`config.mk`:
```
export PLATFORM = sky130hd
export DESIGN_NAME = bcd_fare_accum
export DESIGN_NICKNAME = d
export VERILOG_FILES = /design/src/rtl/bcd_fare_accum.sv
export SDC_FILE = /design/constraint.sdc
export NUM_CORES = 1
export LEC_CHECK = 0
export CORE_MARGIN = 2
export CORE_UTILIZATION = 35
export DETAILED_ROUTE_END_ITERATION = 6
export PLACE_DENSITY = 0.66
export SKIP_CTS_REPAIR_TIMING = 1
export SLEW_MARGIN = 20
export SYNTH_ARGS = -nofsm -noshare
export SYNTH_HDL_FRONTEND = slang
export SYNTH_SLANG_ARGS = --single-unit
```
`constraint.sdc`:
```
create_clock -name sys_clk -period 8.65 [get_ports sys_clk]
set_input_delay 1.73 -clock sys_clk [delete_from_list [all_inputs] [get_ports sys_clk]]
set_output_delay 1.73 -clock sys_clk [all_outputs]
set_load 0.02 [all_outputs]
```
`src/rtl/bcd_fare_accum.sv`:
```
// Taxi meter fare accumulator: a 4-digit BCD fare register fed by km and wait pulses.
// It also holds the 4-digit BCD ripple adder that performs every fare update.

module bcd_adder_4 (
  input  logic [15:0] a,
  input  logic [15:0] b,
  input  logic        c_in,
  output logic [15:0] sum,
  output logic        c_out
);

  always_comb begin : add_digits
    logic [4:0] digit_sum;
    logic       carry;
    carry = c_in;
    sum   = '0;
    for (int i = 0; i < 4; i++) begin
      digit_sum = {1'b0, a[4*i +: 4]} + {1'b0, b[4*i +: 4]} + {4'b0000, carry};
      // Decimal adjust: skip the six unused codes when a digit passes 9.
      if (digit_sum > 5'd9) begin
        digit_sum = digit_sum + 5'd6;
        carry     = 1'b1;
      end else begin
        carry     = 1'b0;
      end
      sum[4*i +: 4] = digit_sum[3:0];
    end
    c_out = carry;
  end

endmodule

module bcd_fare_accum #(
  parameter int FREE_UNITS = 3
) (
  input  logic        sys_clk,
  input  logic        sys_rst,
  input  logic        start,
  input  logic        stop,
  input  logic        clr,
  input  logic        km_pulse,
  input  logic        wait_pulse,
  input  logic [15:0] base_fare,
  input  logic [15:0] km_rate,
  input  logic [15:0] wait_rate,
  output logic [15:0] fare,
  output logic        fare_ovf,
  output logic        busy
);

  typedef enum logic [1:0] {
    IDLE = 2'd0,
    RUN  = 2'd1,
    HALT = 2'd2
  } state_t;

  localparam logic [3:0] FREE_LIM = 4'(FREE_UNITS);

  state_t      state_q, state_d;
  logic [15:0] fare_q, fare_d;
  logic        ovf_q, ovf_d;
  logic        busy_q, busy_d;
  logic [3:0]  free_cnt_q, free_cnt_d;
  logic        wait_pend_q, wait_pend_d;

  logic        pulse_ok;
  logic        km_charge;
  logic        wait_req;
  logic        do_add;
  logic [15:0] add_operand;
  logic [15:0] add_sum;
  logic        add_carry;

  // Operand selection is kept apart from the register update so the adder
  // sits cleanly between two combinational processes.
  always_comb begin
    pulse_ok    = (state_q == RUN) && !clr && !stop;
    km_charge   = pulse_ok && km_pulse && (free_cnt_q >= FREE_LIM);
    wait_req    = pulse_ok && (wait_pend_q || wait_pulse);
    do_add      = km_charge || wait_req;
    add_operand = 16'h0000;
    if (km_charge) begin
      add_operand = km_rate;
    end else if (wait_req) begin
      add_operand = wait_rate;
    end
  end

  bcd_adder_4 u_adder (
    .a     (fare_q),
    .b     (add_operand),
    .c_in  (1'b0),
    .sum   (add_sum),
    .c_out (add_carry)
  );

  always_comb begin
    state_d     = state_q;
    fare_d      = fare_q;
    ovf_d       = ovf_q;
    free_cnt_d  = free_cnt_q;
    wait_pend_d = wait_pend_q;

    if (clr) begin
      state_d     = IDLE;
      fare_d      = 16'h0000;
      ovf_d       = 1'b0;
      free_cnt_d  = 4'd0;
      wait_pend_d = 1'b0;
    end else if (start && (state_q != RUN)) begin
      state_d     = RUN;
      fare_d      = base_fare;
      ovf_d       = 1'b0;
      free_cnt_d  = 4'd0;
      wait_pend_d = 1'b0;
    end else if (stop && (state_q == RUN)) begin
      state_d     = HALT;
      wait_pend_d = 1'b0;
    end else if (state_q == RUN) begin
      if (km_pulse && (free_cnt_q < FREE_LIM)) begin
        free_cnt_d = free_cnt_q + 4'd1;
      end
      // A wait colliding with a chargeable km, or with a pending wait, is deferred one cycle.
      if (km_charge) begin
        wait_pend_d = wait_pend_q || wait_pulse;
      end else begin
        wait_pend_d = wait_pend_q && wait_pulse;
      end
      if (do_add) begin
        if (add_carry) begin
          fare_d = 16'h9999;
          ovf_d  = 1'b1;
        end else begin
          fare_d = add_sum;
        end
      end
    end

    busy_d = (state_d == RUN);
  end

  always_ff @(posedge sys_clk) begin
    if (sys_rst) begin
      state_q     <= IDLE;
      fare_q      <= 16'h0000;
      ovf_q       <= 1'b0;
      busy_q      <= 1'b0;
      free_cnt_q  <= 4'd0;
      wait_pend_q <= 1'b0;
    end else begin
      state_q     <= state_d;
      fare_q      <= fare_d;
      ovf_q       <= ovf_d;
      busy_q      <= busy_d;
      free_cnt_q  <= free_cnt_d;
      wait_pend_q <= wait_pend_d;
    end
  end

  assign fare     = fare_q;
  assign fare_ovf = ovf_q;
  assign busy     = busy_q;

endmodule

```
==> results.cfg <==
[run_status]
run_status = complete, no violations

[layout]
layout_common_cells = 72 x clkdlybuf4s50_1, 31 x buf_4, 25 x dfxtp_1, 21 x nor2_1, 20 x inv_1
drive_gt1_frac = 0.154
antenna_cells_inserted = 0
synthToLayoutAreaGrowth_pct = 51.2
filler_cell_count = 559
stdcell_count = 433
num-nets-final = 438
layout.cells.most_common = clkdlybuf4s50_1
final_util = 0.553

[floorplanning]
core_region_area_sq_um = 5960
die-area_sq_um = 6870
core.rowCount = 28
num_io_pins = 73
fp.dieH_um = 82.9
dieWidth_um = 82.9
start_util = 0.366

[logic_synthesis]
mapped_area_sq_um = 2180
ys_async_sr_fraction = 0
synth-adder-area-share = 0.162
post-synth-top-area-cell = dfxtp_1
post-synth-top-area-fraction = 0.230
post_synthesis_instance_total = 260
synthMuxAreaShare = 0.0230
ys_ff_latch = 25
post_synth.cell_area_avg_sq_um = 8.38
synth.yosys.seq_area_share = 0.230
synth_edf_count = 0
syn-num-nets = 339
largest_family_of_logic_cells_by_synthesized_area = compound AO/OA/AOI/OAI gates
post_synth_main_area_contributors = dfxtp_1 23%, ha_1 9.8%, a22o_1 6.4%
synth_xor_area_frac = 0.0322
yosys_most_used_dff = dfxtp_1
synth_compound_area_frac = 0.324
ys_warn_count = 0
synth_cell_type_count = 47
synth_simple_gate_area_share = 0.169

[timing]
fmaxAchievable_mhz = 122
worst_clock_skew_ps = 7.38
final_period_minus_worst_setup_slack_ps = 8230
max_slew.worst_pin.slew_ps = 1020
timing.slew.headroom = 0.316
final_worst_path_cycle_share = 0.951
slew_violations = 0
report.final.setup_viol = 0
timing_hold_violations_final = 0
setup_slack_ps = 423

[global_route]
number_of_antenna_violations_at_the_first_check_in_global_routing = 0
grt_pass1_vias = 2293
pin_count_of_the_biggest_net_entering_global_routing = 22
globalRouteTotalUtil = 0.190
wire_length_of_the_first_global_routing_pass_um = 10800
overflow = 0

[cts]
htree_num_levels = 1
cts-root-to-sink-buffers = 2
insertion_delay_to_the_later_sink_of_the_worst_skew_pair_ps = 280
ctsRootBufferMaster = clkbuf_8
clk_transition_reported_paths_ps = 90
numClockSinks = 25
numCtsBuffers = 3
cts_tree = built

[pwr]
power_density_nw_per_um2 = 82.8
worst_ir_drop_vdd_uv = 53.4
leakagePower_nw = 1.37

[setup_path]
critical-path-slowest-cell = or4b_4
r2r_depth = 30
reg2reg_slack_ps = 1770
reg2reg_to = fare[15]
timing.critical_path.arrival_ps = 8400
timing.critical_path.slowest_cell_delay_ps = 600
startpoint_type = primary input
worst-endpoint-required_ps = 8820
peak_fanout_along_the_critical_path = 8
r2r_start = free_cnt_q[0]
worst_setup_path_type = in -> reg
endpoint_kind = register

[min_path]
holdCritPathClass = reg -> reg
whs_endpoint = fare_ovf
timing.hold.worst.start = fare_ovf
whs_path_depth = 2

[route]
route.vias.total = 2348
first_pass_iters = 4
routed_via_density = 5.42
drc = 0
wl_um = 6640
drt-initial-drc-count = 118
postRouteAntennaNets = 0
route.detailed.wl_per_inst_um = 15.3

[placement]
numPlacedInstances = 427
placement.io_buffers = 72
place.gp.congestion = 0.845
half_perimeter_wire_length_after_detailed_placement_um = 5130
placement.setup.worst_slack_ps = -199

[job]
drv_cap = 0
report_power, final:
part           total, mW  switching (mW)  internal (mW)  leakage (nW)
clock             0.0726          0.0398         0.0327        0.0217
sequential         0.122         0.00359          0.119         0.203
combinational     0.0778          0.0335         0.0443          1.14
metal layers:
layer	vias up	wire length [um]	track usage
li1	1175	-	-
met4	0	70	0.0537
met3	5	341	0.0249
met2	75	3210	0.319
met1	1093	3020	0.255
met5	-	0	0
cells in the mapped netlist, drive strengths merged (4+ instances only):
cell / number
buf: 5
o21bai: 4
o22ai: 4
xor2: 5
nand3: 4
o31ai: 4
o221ai: 8
dfxtp: 25
a21o: 4
fa: 7
o211ai: 5
and3: 11
clkbuf: 5
inv: 20
nor3: 12
nand2: 11
nor2: 24
a21oi: 17
nor2b: 4
a31oi: 4
o21ai: 9
a22o: 16
mux2i: 5
o21a: 4
ha: 17
sequential cells by signal, indices dropped and copies added (netlist names):
register and cells:
fare 16, free_cnt_q 4, state_q 2, busy 1
fare_ovf 1, wait_pend_q 1
worst max path at each step:
stage / slack, ps / endpoint / from / cells past startpoint
2_1_floorplan: 340 / fare[2] / clr / 29
3_3_place_gp: -5 / fare[6] / clr / 32
3_5_place_dp: -200 / fare[9] / clr / 32
4_1_cts: 80 / fare[9] / clr / 32
5_1_grt: -70 / fare[6] / clr / 31
6_report: 420 / fare[15] / clr / 29
through the flow:
stage,hold slack [ps],area [sq um],power [mW],setup TNS (ps)
after detailed placement,492,3160,0.200,-1840
final,506,3290,0.273,0
after global placement,488,3160,0.199,-10.9
after floorplan,468,2180,0.155,0
after global routing,535,3290,0.287,-321
after CTS,510,3210,0.273,0
worst max-delay path, delay by kind of cell:
kind            cells  cell delay [ps]
buf+inv             5              840
fa+ha+maj           6             2230
xor+xnor            3              620
compound gates     11             1960
simple gates        4             1030
cells by family after synthesis:
logic type | count (synthesis)
muxes | 5
adders and majority gates | 24
and+or+nand+nor | 73
xor gates and xnor gates | 8
AOI/OAI and AO/OA | 95
DFF | 25
buffers and inverters | 30
final cells by class:
class	count	area [sq um]	area share
repair buffers	104	965	0.293
flip-flops and latches	25	500	0.152
clock buffers	3	41.3	0.0125
multi-input cells	205	1610	0.489
clock inverters	1	7.51	0.00228
well taps	75	93.8	0.0285
inverters	20	75.1	0.0228
Note: power is estimated with default switching activity, not from simulation.
